==> config.mk <==
export PLATFORM = sky130hd
export DESIGN_NAME = cam_capture_ctrl
export DESIGN_NICKNAME = d
export VERILOG_FILES = /design/src/rtl/cam_pkg.sv /design/src/rtl/cam_sync.sv /design/src/rtl/cam_capture_ctrl.sv
export SDC_FILE = /design/constraint.sdc
export NUM_CORES = 1
export LEC_CHECK = 0
export CAP_MARGIN = 20
export CORE_AREA = 2 2 72 88
export CTS_BUF_LIST = sky130_fd_sc_hd__clkbuf_16
export DETAILED_ROUTE_END_ITERATION = 6
export DIE_AREA = 0 0 74 90
export PLACE_DENSITY = 0.91
export SLEW_MARGIN = 20
export SYNTH_ARGS = -nofsm -noshare
export SYNTH_HDL_FRONTEND = slang
export SYNTH_SLANG_ARGS = --single-unit
export TNS_END_PERCENT = 50
==> constraint.sdc <==
create_clock -name clk -period 3.7 [get_ports clk]
set_input_delay 0.74 -clock clk [delete_from_list [all_inputs] [get_ports clk]]
set_output_delay 0.74 -clock clk [all_outputs]
set_load 0.02 [all_outputs]
==> src/rtl/cam_pkg.sv <==
// ---------------------------------------------------------------------------
// cam_pkg
// Shared definitions for the camera capture path: default image geometry,
// frame-buffer address/data widths and the capture FSM state encoding.
// The frame buffer and the VGA reader import the same package so all three
// agree on geometry and widths.
// ---------------------------------------------------------------------------
package cam_pkg;

  // Default image geometry (pixels per line, lines per frame)
  localparam int CAM_IMG_W = 160;
  localparam int CAM_IMG_H = 120;

  // Frame-buffer address width and RGB444 pixel width
  localparam int CAM_AW = 15;
  localparam int CAM_DW = 12;

  // Camera byte bus width
  localparam int CAM_BYTE_W = 8;

  // Capture FSM states
  typedef enum logic [2:0] {
    ST_IDLE         = 3'd0,
    ST_WAIT_VS_HIGH = 3'd1,
    ST_WAIT_VS_LOW  = 3'd2,
    ST_CAPTURE      = 3'd3,
    ST_DONE         = 3'd4
  } cap_state_t;

endpackage

==> src/rtl/cam_sync.sv <==
// ---------------------------------------------------------------------------
// cam_sync
// Brings the asynchronous camera signals into the clk domain and derives the
// edge events the capture FSM works from.
//
// Every camera input (PCLK, HREF, VSYNC and the byte bus) goes through the
// same two-flop chain, so a byte arrives aligned with the PCLK sample taken at
// the same instant. A third register per timing signal holds the previous
// synchronized value for edge detection.
//
// Ports:
//   clk, rst         system clock, asynchronous active-low reset
//   pclk_in          raw camera pixel clock
//   href_in          raw camera line-valid
//   vsync_in         raw camera frame sync
//   data_in[7:0]     raw camera byte
//   pclk_rise        one-cycle pulse on synchronized PCLK 0->1
//   href             synchronized HREF level
//   href_fall        one-cycle pulse on synchronized HREF 1->0
//   vsync            synchronized VSYNC level
//   vsync_rise       one-cycle pulse on synchronized VSYNC 0->1
//   vsync_fall       one-cycle pulse on synchronized VSYNC 1->0
//   data[7:0]        synchronized camera byte
// ---------------------------------------------------------------------------
module cam_sync
  import cam_pkg::*;
(
  input  logic                  clk,
  input  logic                  rst,
  input  logic                  pclk_in,
  input  logic                  href_in,
  input  logic                  vsync_in,
  input  logic [CAM_BYTE_W-1:0] data_in,
  output logic                  pclk_rise,
  output logic                  href,
  output logic                  href_fall,
  output logic                  vsync,
  output logic                  vsync_rise,
  output logic                  vsync_fall,
  output logic [CAM_BYTE_W-1:0] data
);

  logic                  pclk_m,  pclk_s,  pclk_p;
  logic                  href_m,  href_s,  href_p;
  logic                  vsync_m, vsync_s, vsync_p;
  logic [CAM_BYTE_W-1:0] data_m,  data_s;

  always_ff @(posedge clk or negedge rst) begin
    if (!rst) begin
      pclk_m  <= 1'b0;
      pclk_s  <= 1'b0;
      pclk_p  <= 1'b0;
      href_m  <= 1'b0;
      href_s  <= 1'b0;
      href_p  <= 1'b0;
      vsync_m <= 1'b0;
      vsync_s <= 1'b0;
      vsync_p <= 1'b0;
      data_m  <= '0;
      data_s  <= '0;
    end else begin
      // Stage 1 / stage 2 of the synchronizers (identical depth on all inputs)
      pclk_m  <= pclk_in;
      pclk_s  <= pclk_m;
      href_m  <= href_in;
      href_s  <= href_m;
      vsync_m <= vsync_in;
      vsync_s <= vsync_m;
      data_m  <= data_in;
      data_s  <= data_m;
      // Previous synchronized values for edge detection
      pclk_p  <= pclk_s;
      href_p  <= href_s;
      vsync_p <= vsync_s;
    end
  end

  assign pclk_rise  =  pclk_s  & ~pclk_p;
  assign href       =  href_s;
  assign href_fall  = ~href_s  &  href_p;
  assign vsync      =  vsync_s;
  assign vsync_rise =  vsync_s & ~vsync_p;
  assign vsync_fall = ~vsync_s &  vsync_p;
  assign data       =  data_s;

endmodule

==> src/rtl/cam_capture_ctrl.sv <==
// ---------------------------------------------------------------------------
// cam_capture_ctrl
// Captures one (or, with cont=1, successive) RGB444 frames from an OV7670
// style camera into a dual-port frame buffer.
//
// The camera sends two bytes per pixel: the first carries R in bits [3:0],
// the second carries G in [7:4] and B in [3:0]. Each completed pixel becomes
// one write strobe, one cycle after the PCLK event of the second byte, with
// address and data valid alongside it.
//
// Handshake: DP_RAM_regW is a one-cycle write strobe; DP_RAM_addr_in and
// DP_RAM_data_in are valid whenever DP_RAM_regW=1. The RAM is always ready,
// so there is no back-pressure.
//
// Ports:
//   clk, rst                      system clock, asynchronous active-low reset
//   start                         one-cycle capture request (honoured in IDLE)
//   cont                          1 = keep capturing frame after frame
//   CAM_PCLK/CAM_HREF/CAM_VSYNC   raw camera timing
//   CAM_px_data[7:0]              raw camera byte
//   DP_RAM_addr_in[AW-1:0]        write address
//   DP_RAM_data_in[DW-1:0]        write data {R,G,B}
//   DP_RAM_regW                   write strobe
//   busy                          FSM not in IDLE
//   frame_done                    one-cycle pulse when a frame ends
//   line_err                      sticky: some line had the wrong pixel count
// ---------------------------------------------------------------------------
module cam_capture_ctrl
  import cam_pkg::*;
#(
  parameter int IMG_W = CAM_IMG_W,
  parameter int IMG_H = CAM_IMG_H,
  parameter int AW    = CAM_AW,
  parameter int DW    = CAM_DW
) (
  input  logic                  clk,
  input  logic                  rst,
  input  logic                  start,
  input  logic                  cont,
  input  logic                  CAM_PCLK,
  input  logic                  CAM_HREF,
  input  logic                  CAM_VSYNC,
  input  logic [CAM_BYTE_W-1:0] CAM_px_data,
  output logic [AW-1:0]         DP_RAM_addr_in,
  output logic [DW-1:0]         DP_RAM_data_in,
  output logic                  DP_RAM_regW,
  output logic                  busy,
  output logic                  frame_done,
  output logic                  line_err
);

  localparam logic [AW-1:0] LAST_ADDR = AW'(IMG_W * IMG_H - 1);
  // One spare bit so an over-long line cannot alias back to IMG_W
  localparam int            LCW       = $clog2(IMG_W + 1) + 1;
  localparam logic [LCW-1:0] LINE_PIX = LCW'(IMG_W);

  // Synchronized camera view
  logic                  pclk_rise;
  logic                  href_s;
  logic                  href_fall;
  logic                  vsync_s;
  logic                  vsync_rise;
  logic                  vsync_fall;
  logic [CAM_BYTE_W-1:0] byte_s;

  cam_sync u_sync (
    .clk        (clk),
    .rst        (rst),
    .pclk_in    (CAM_PCLK),
    .href_in    (CAM_HREF),
    .vsync_in   (CAM_VSYNC),
    .data_in    (CAM_px_data),
    .pclk_rise  (pclk_rise),
    .href       (href_s),
    .href_fall  (href_fall),
    .vsync      (vsync_s),
    .vsync_rise (vsync_rise),
    .vsync_fall (vsync_fall),
    .data       (byte_s)
  );

  // FSM state and datapath registers
  cap_state_t     state;
  logic           phase;     // 0 = expecting R byte, 1 = expecting G/B byte
  logic [3:0]     r_nib;
  logic [LCW-1:0] line_cnt;  // pixels completed in the current line
  logic           full;      // last frame-buffer location has been written

  always_ff @(posedge clk or negedge rst) begin
    if (!rst) begin
      state          <= ST_IDLE;
      phase          <= 1'b0;
      r_nib          <= '0;
      line_cnt       <= '0;
      full           <= 1'b0;
      DP_RAM_addr_in <= '0;
      DP_RAM_data_in <= '0;
      DP_RAM_regW    <= 1'b0;
      frame_done     <= 1'b0;
      line_err       <= 1'b0;
    end else begin
      DP_RAM_regW <= 1'b0;
      frame_done  <= 1'b0;

      // Address advances once the write strobe has been presented; it sticks
      // at the last location instead of wrapping onto pixel 0.
      if (DP_RAM_regW) begin
        if (DP_RAM_addr_in == LAST_ADDR) full <= 1'b1;
        else                             DP_RAM_addr_in <= DP_RAM_addr_in + 1'b1;
      end

      case (state)
        ST_IDLE: begin
          if (start) begin
            state    <= ST_WAIT_VS_HIGH;
            line_err <= 1'b0;
          end
        end

        // Wait for the current frame (if any) to end so capture always
        // starts on a clean frame boundary.
        ST_WAIT_VS_HIGH: begin
          if (vsync_s) state <= ST_WAIT_VS_LOW;
        end

        ST_WAIT_VS_LOW: begin
          if (vsync_fall) begin
            state          <= ST_CAPTURE;
            DP_RAM_addr_in <= '0;
            full           <= 1'b0;
            phase          <= 1'b0;
            line_cnt       <= '0;
          end
        end

        ST_CAPTURE: begin
          if (vsync_rise) begin
            // A strobe already on the bus this cycle still completes: the
            // address update above runs regardless of the state change.
            state      <= ST_DONE;
            frame_done <= 1'b1;
          end else if (href_fall) begin
            // Line end: drop any half pixel and check the line length.
            phase    <= 1'b0;
            line_cnt <= '0;
            if (line_cnt != LINE_PIX) line_err <= 1'b1;
          end else if (pclk_rise && href_s) begin
            if (!phase) begin
              r_nib <= byte_s[3:0];
              phase <= 1'b1;
            end else begin
              phase          <= 1'b0;
              DP_RAM_data_in <= DW'({r_nib, byte_s});
              DP_RAM_regW    <= ~full;
              if (line_cnt != '1) line_cnt <= line_cnt + 1'b1;
            end
          end
        end

        ST_DONE: begin
          state <= cont ? ST_WAIT_VS_LOW : ST_IDLE;
        end

        default: state <= ST_IDLE;
      endcase
    end
  end

  assign busy = (state != ST_IDLE);

endmodule

==> flow_summary.ini <==
[power_and_ir_drop]
total_power_mw = 2.257
leakagePower_nw = 1.687
powerDensity_nw_per_um2 = 573.8
vdd_drop_max_uv = 406.2

[sta]
fmax_ghz = 0.4079
tns_ns = 0
drv_slew = 0
relSlewSlack = 0.4857
fin_crit_ns = 2.451
timing.final.crit_share = 0.6625
rsz0062_at_grt = false
worstMarginPinSlew_ns = 0.7711
finalSetupViolations = 0
setup_slack_ns = 1.249
finClkSkew_ns = 0.006109
hold_violations = 0

[synthesis]
synthDistinctLibCells = 51
yosysSeqAreaShare = 0.5878
synth_xor_area_frac = 0.008454
syn_avg_cell_area_um2 = 12.00
yosys.area_share.adder = 0.01610
synth_edf_count = 0
synth_top_family_by_area = simple AND/OR/NAND/NOR gates
ys_warn_count = 0
ys.flop_type = dfrtp_1
syn_area_um2 = 3108
synthArstFlopShare = 1.000
synthMuxAreaShare = 0.07085
ys_seq_elements = 73
syn_nets = 278
synth_compound_area_frac = 0.1035
synthCells = 259
yosys.area_share.simple = 0.1848

[drt]
vias = 2167
dr.pass1.iters = 4
ant_nets = 0
drt_iter0_markers = 93
drc = 0
wl_per_cell_um = 14.69
via_per_inst = 5.486
drt_wl_total_um = 5802

[global_route]
grtUsageTotal = 0.1980
gr-total-overflow = 0
grt_pass1_vias = 2163
antenna_found_initial = 0
grt_first_pass_wirelength_um = 10090
grt_max_degree = 51

[place]
port_buffers = 45
dp_cells = 379
place_congestion = 0.8448
hpwlAfterDp_um = 3822
place_ws_ns = 1.453

[clock_tree]
cts_num_sinks = 73
postCtsSetupRepairBufs = 0
cts.root.buffer_cell = clkbuf_16
clkTransAtPathRegs_ns = 0.06
clockBufferDepth = 2
clk_latency_ns = 0.33
htree_num_levels = 3
cts_made_buffers = 9
hold_buffers = 0
cts_resized = 0
cts_tree = yes

[floorplan]
die-height_um = 90
die_width_um = 74
io_pins = 46
die_area_um2 = 6660
core_area_um2 = 5857
start_util = 0.5307
rows = 31

[worst_setup_path]
cp-end-kind = output port
required_ns = 2.96
reg2reg_from = line_cnt[0]$_DFFE_PN0P_
start_kind = register
worstPathMaxFanout = 11
path_buf_inv = 2
timing.critical_path.from = state[1]$_DFFE_PN0P_
slowest_delay_ns = 0.55
cp_top_family = buffers and inverters
slowest_stage = clkdlybuf4s50_1
arrival_ns = 1.71
path_cells = nor3_1 -> inv_1 -> clkdlybuf4s50_1
path_class = register to output port

[layout]
fin_nets = 327
final_cells = 395
final_cell_mix = dfrtp_1 (73), clkdlybuf4s50_1 (44), nand2_1 (18)
diodes = 0
area_growth_pct = 26.53
drive_above_1_share = 0.1629
final_common_cell = dfrtp_1

[worst_hold_path]
hold_start = u_sync.data_m[4]$_DFF_PN0_
hold_class = register to register

[outcome]
outcome = complete, no violations

[job]
max_cap_violations = 0
[flip-flops by register name, indices dropped and copies added (netlist names), 3 cells and up]
name,count
DP_RAM_addr_in,15
DP_RAM_data_in,12
line_cnt,9
u_sync.data,8
u_sync.data_m,8
r_nib,4
state,3
[power breakdown]
group	switching, mW	internal (mW)	leakage [nW]	total [mW]
logic	0.224	0.186	0.594	0.411
clock network	0.350	0.534	0.149	0.884
registers	0.0731	0.889	0.945	0.962
[cell usage after synthesis (2+ instances only)]
cell | count | share of area
dfrtp_1 | 73 | 0.59
nand2_1 | 18 | 0.022
mux2_2 | 16 | 0.058
a21oi_1 | 13 | 0.021
o31ai_1 | 13 | 0.031
nor2_1 | 12 | 0.014
inv_1 | 11 | 0.013
nand3_1 | 9 | 0.014
o21ai_0 | 9 | 0.014
nor3_1 | 7 | 0.011
clkbuf_1 | 5 | 0.0060
and3_1 | 4 | 0.0081
ha_1 | 4 | 0.016
mux2i_1 | 4 | 0.013
nand2b_1 | 4 | 0.0081
nand4_1 | 4 | 0.0081
nor2b_1 | 4 | 0.0081
or4_2 | 4 | 0.011
and3b_1 | 3 | 0.0085
or3_1 | 3 | 0.0060
xnor2_1 | 3 | 0.0085
a211oi_1 | 2 | 0.0048
a311oi_2 | 2 | 0.0097
and2_1 | 2 | 0.0040
nor4_1 | 2 | 0.0040
o22ai_1 | 2 | 0.0040
or3_2 | 2 | 0.0048
[path summary, 6_finish.rpt]
check	to	slack, ns	depth (start not counted)
max reg2reg	line_cnt[7]$_DFFE_PN0P_	1.40	9
min	u_sync.data[4]$_DFF_PN0_	0.35	0
min reg2reg	u_sync.data[4]$_DFF_PN0_	0.35	0
max	busy	1.25	3
min in group asynchronous	line_err$_DFFE_PN0P_	0.40	2
max in group asynchronous	phase$_DFFE_PN0P_	2.77	2
[through the flow]
step / area [um2] / util / hold WS [ns]
3_3_place_gp: 3623 / 0.6187 / 0.3331
5_1_grt: 3933 / 0.6714 / 0.3525
4_1_cts: 3933 / 0.6714 / 0.3489
6_report: 3933 / 0.6714 / 0.3482
2_1_floorplan: 3108 / - / 0.3312
3_5_place_dp: 3623 / 0.6187 / 0.3347
[cell families (layout without fill, tap and decap cells)]
logic type      count (synthesis)  in the layout
compound gates                 48             48
xor+xnor                        3              3
fa+ha+maj                       4              4
buf+inv                        20             74
flops                          73             73
mux                            20             20
simple gates                   91             91
[per-layer routing]
| layer | global-route usage | wire, um | up-vias |
|---|---|---|---|
| li1 | - | - | 1038 |
| met1 | 0.2492 | 2467 | 1075 |
| met2 | 0.3088 | 2978 | 43 |
| met3 | 0.03924 | 202 | 11 |
| met4 | 0.1197 | 155 | 0 |
| met5 | 0 | 0 | - |
[layout make-up]
type	instances	area, um2
clock inverters	7	83.83
fillers	429	1924
repair buffers	47	460.4
clock buffers	9	225.2
inverters	11	41.29
flip-flops and latches	73	1827
multi-input cells	166	1192
well taps	82	102.6
[worst reg2reg max path, stage by stage, from the launching register on]
cell	delay, ns
dfrtp_1	0.42
ha_1	0.24
and3_1	0.21
nand3_1	0.11
nor2_1	0.12
ha_1	0.15
inv_1	0.06
a311oi_2	0.57
nor2_1	0.14
o2bb2ai_1	0.17
Note: power is estimated with default switching activity, not from simulation.
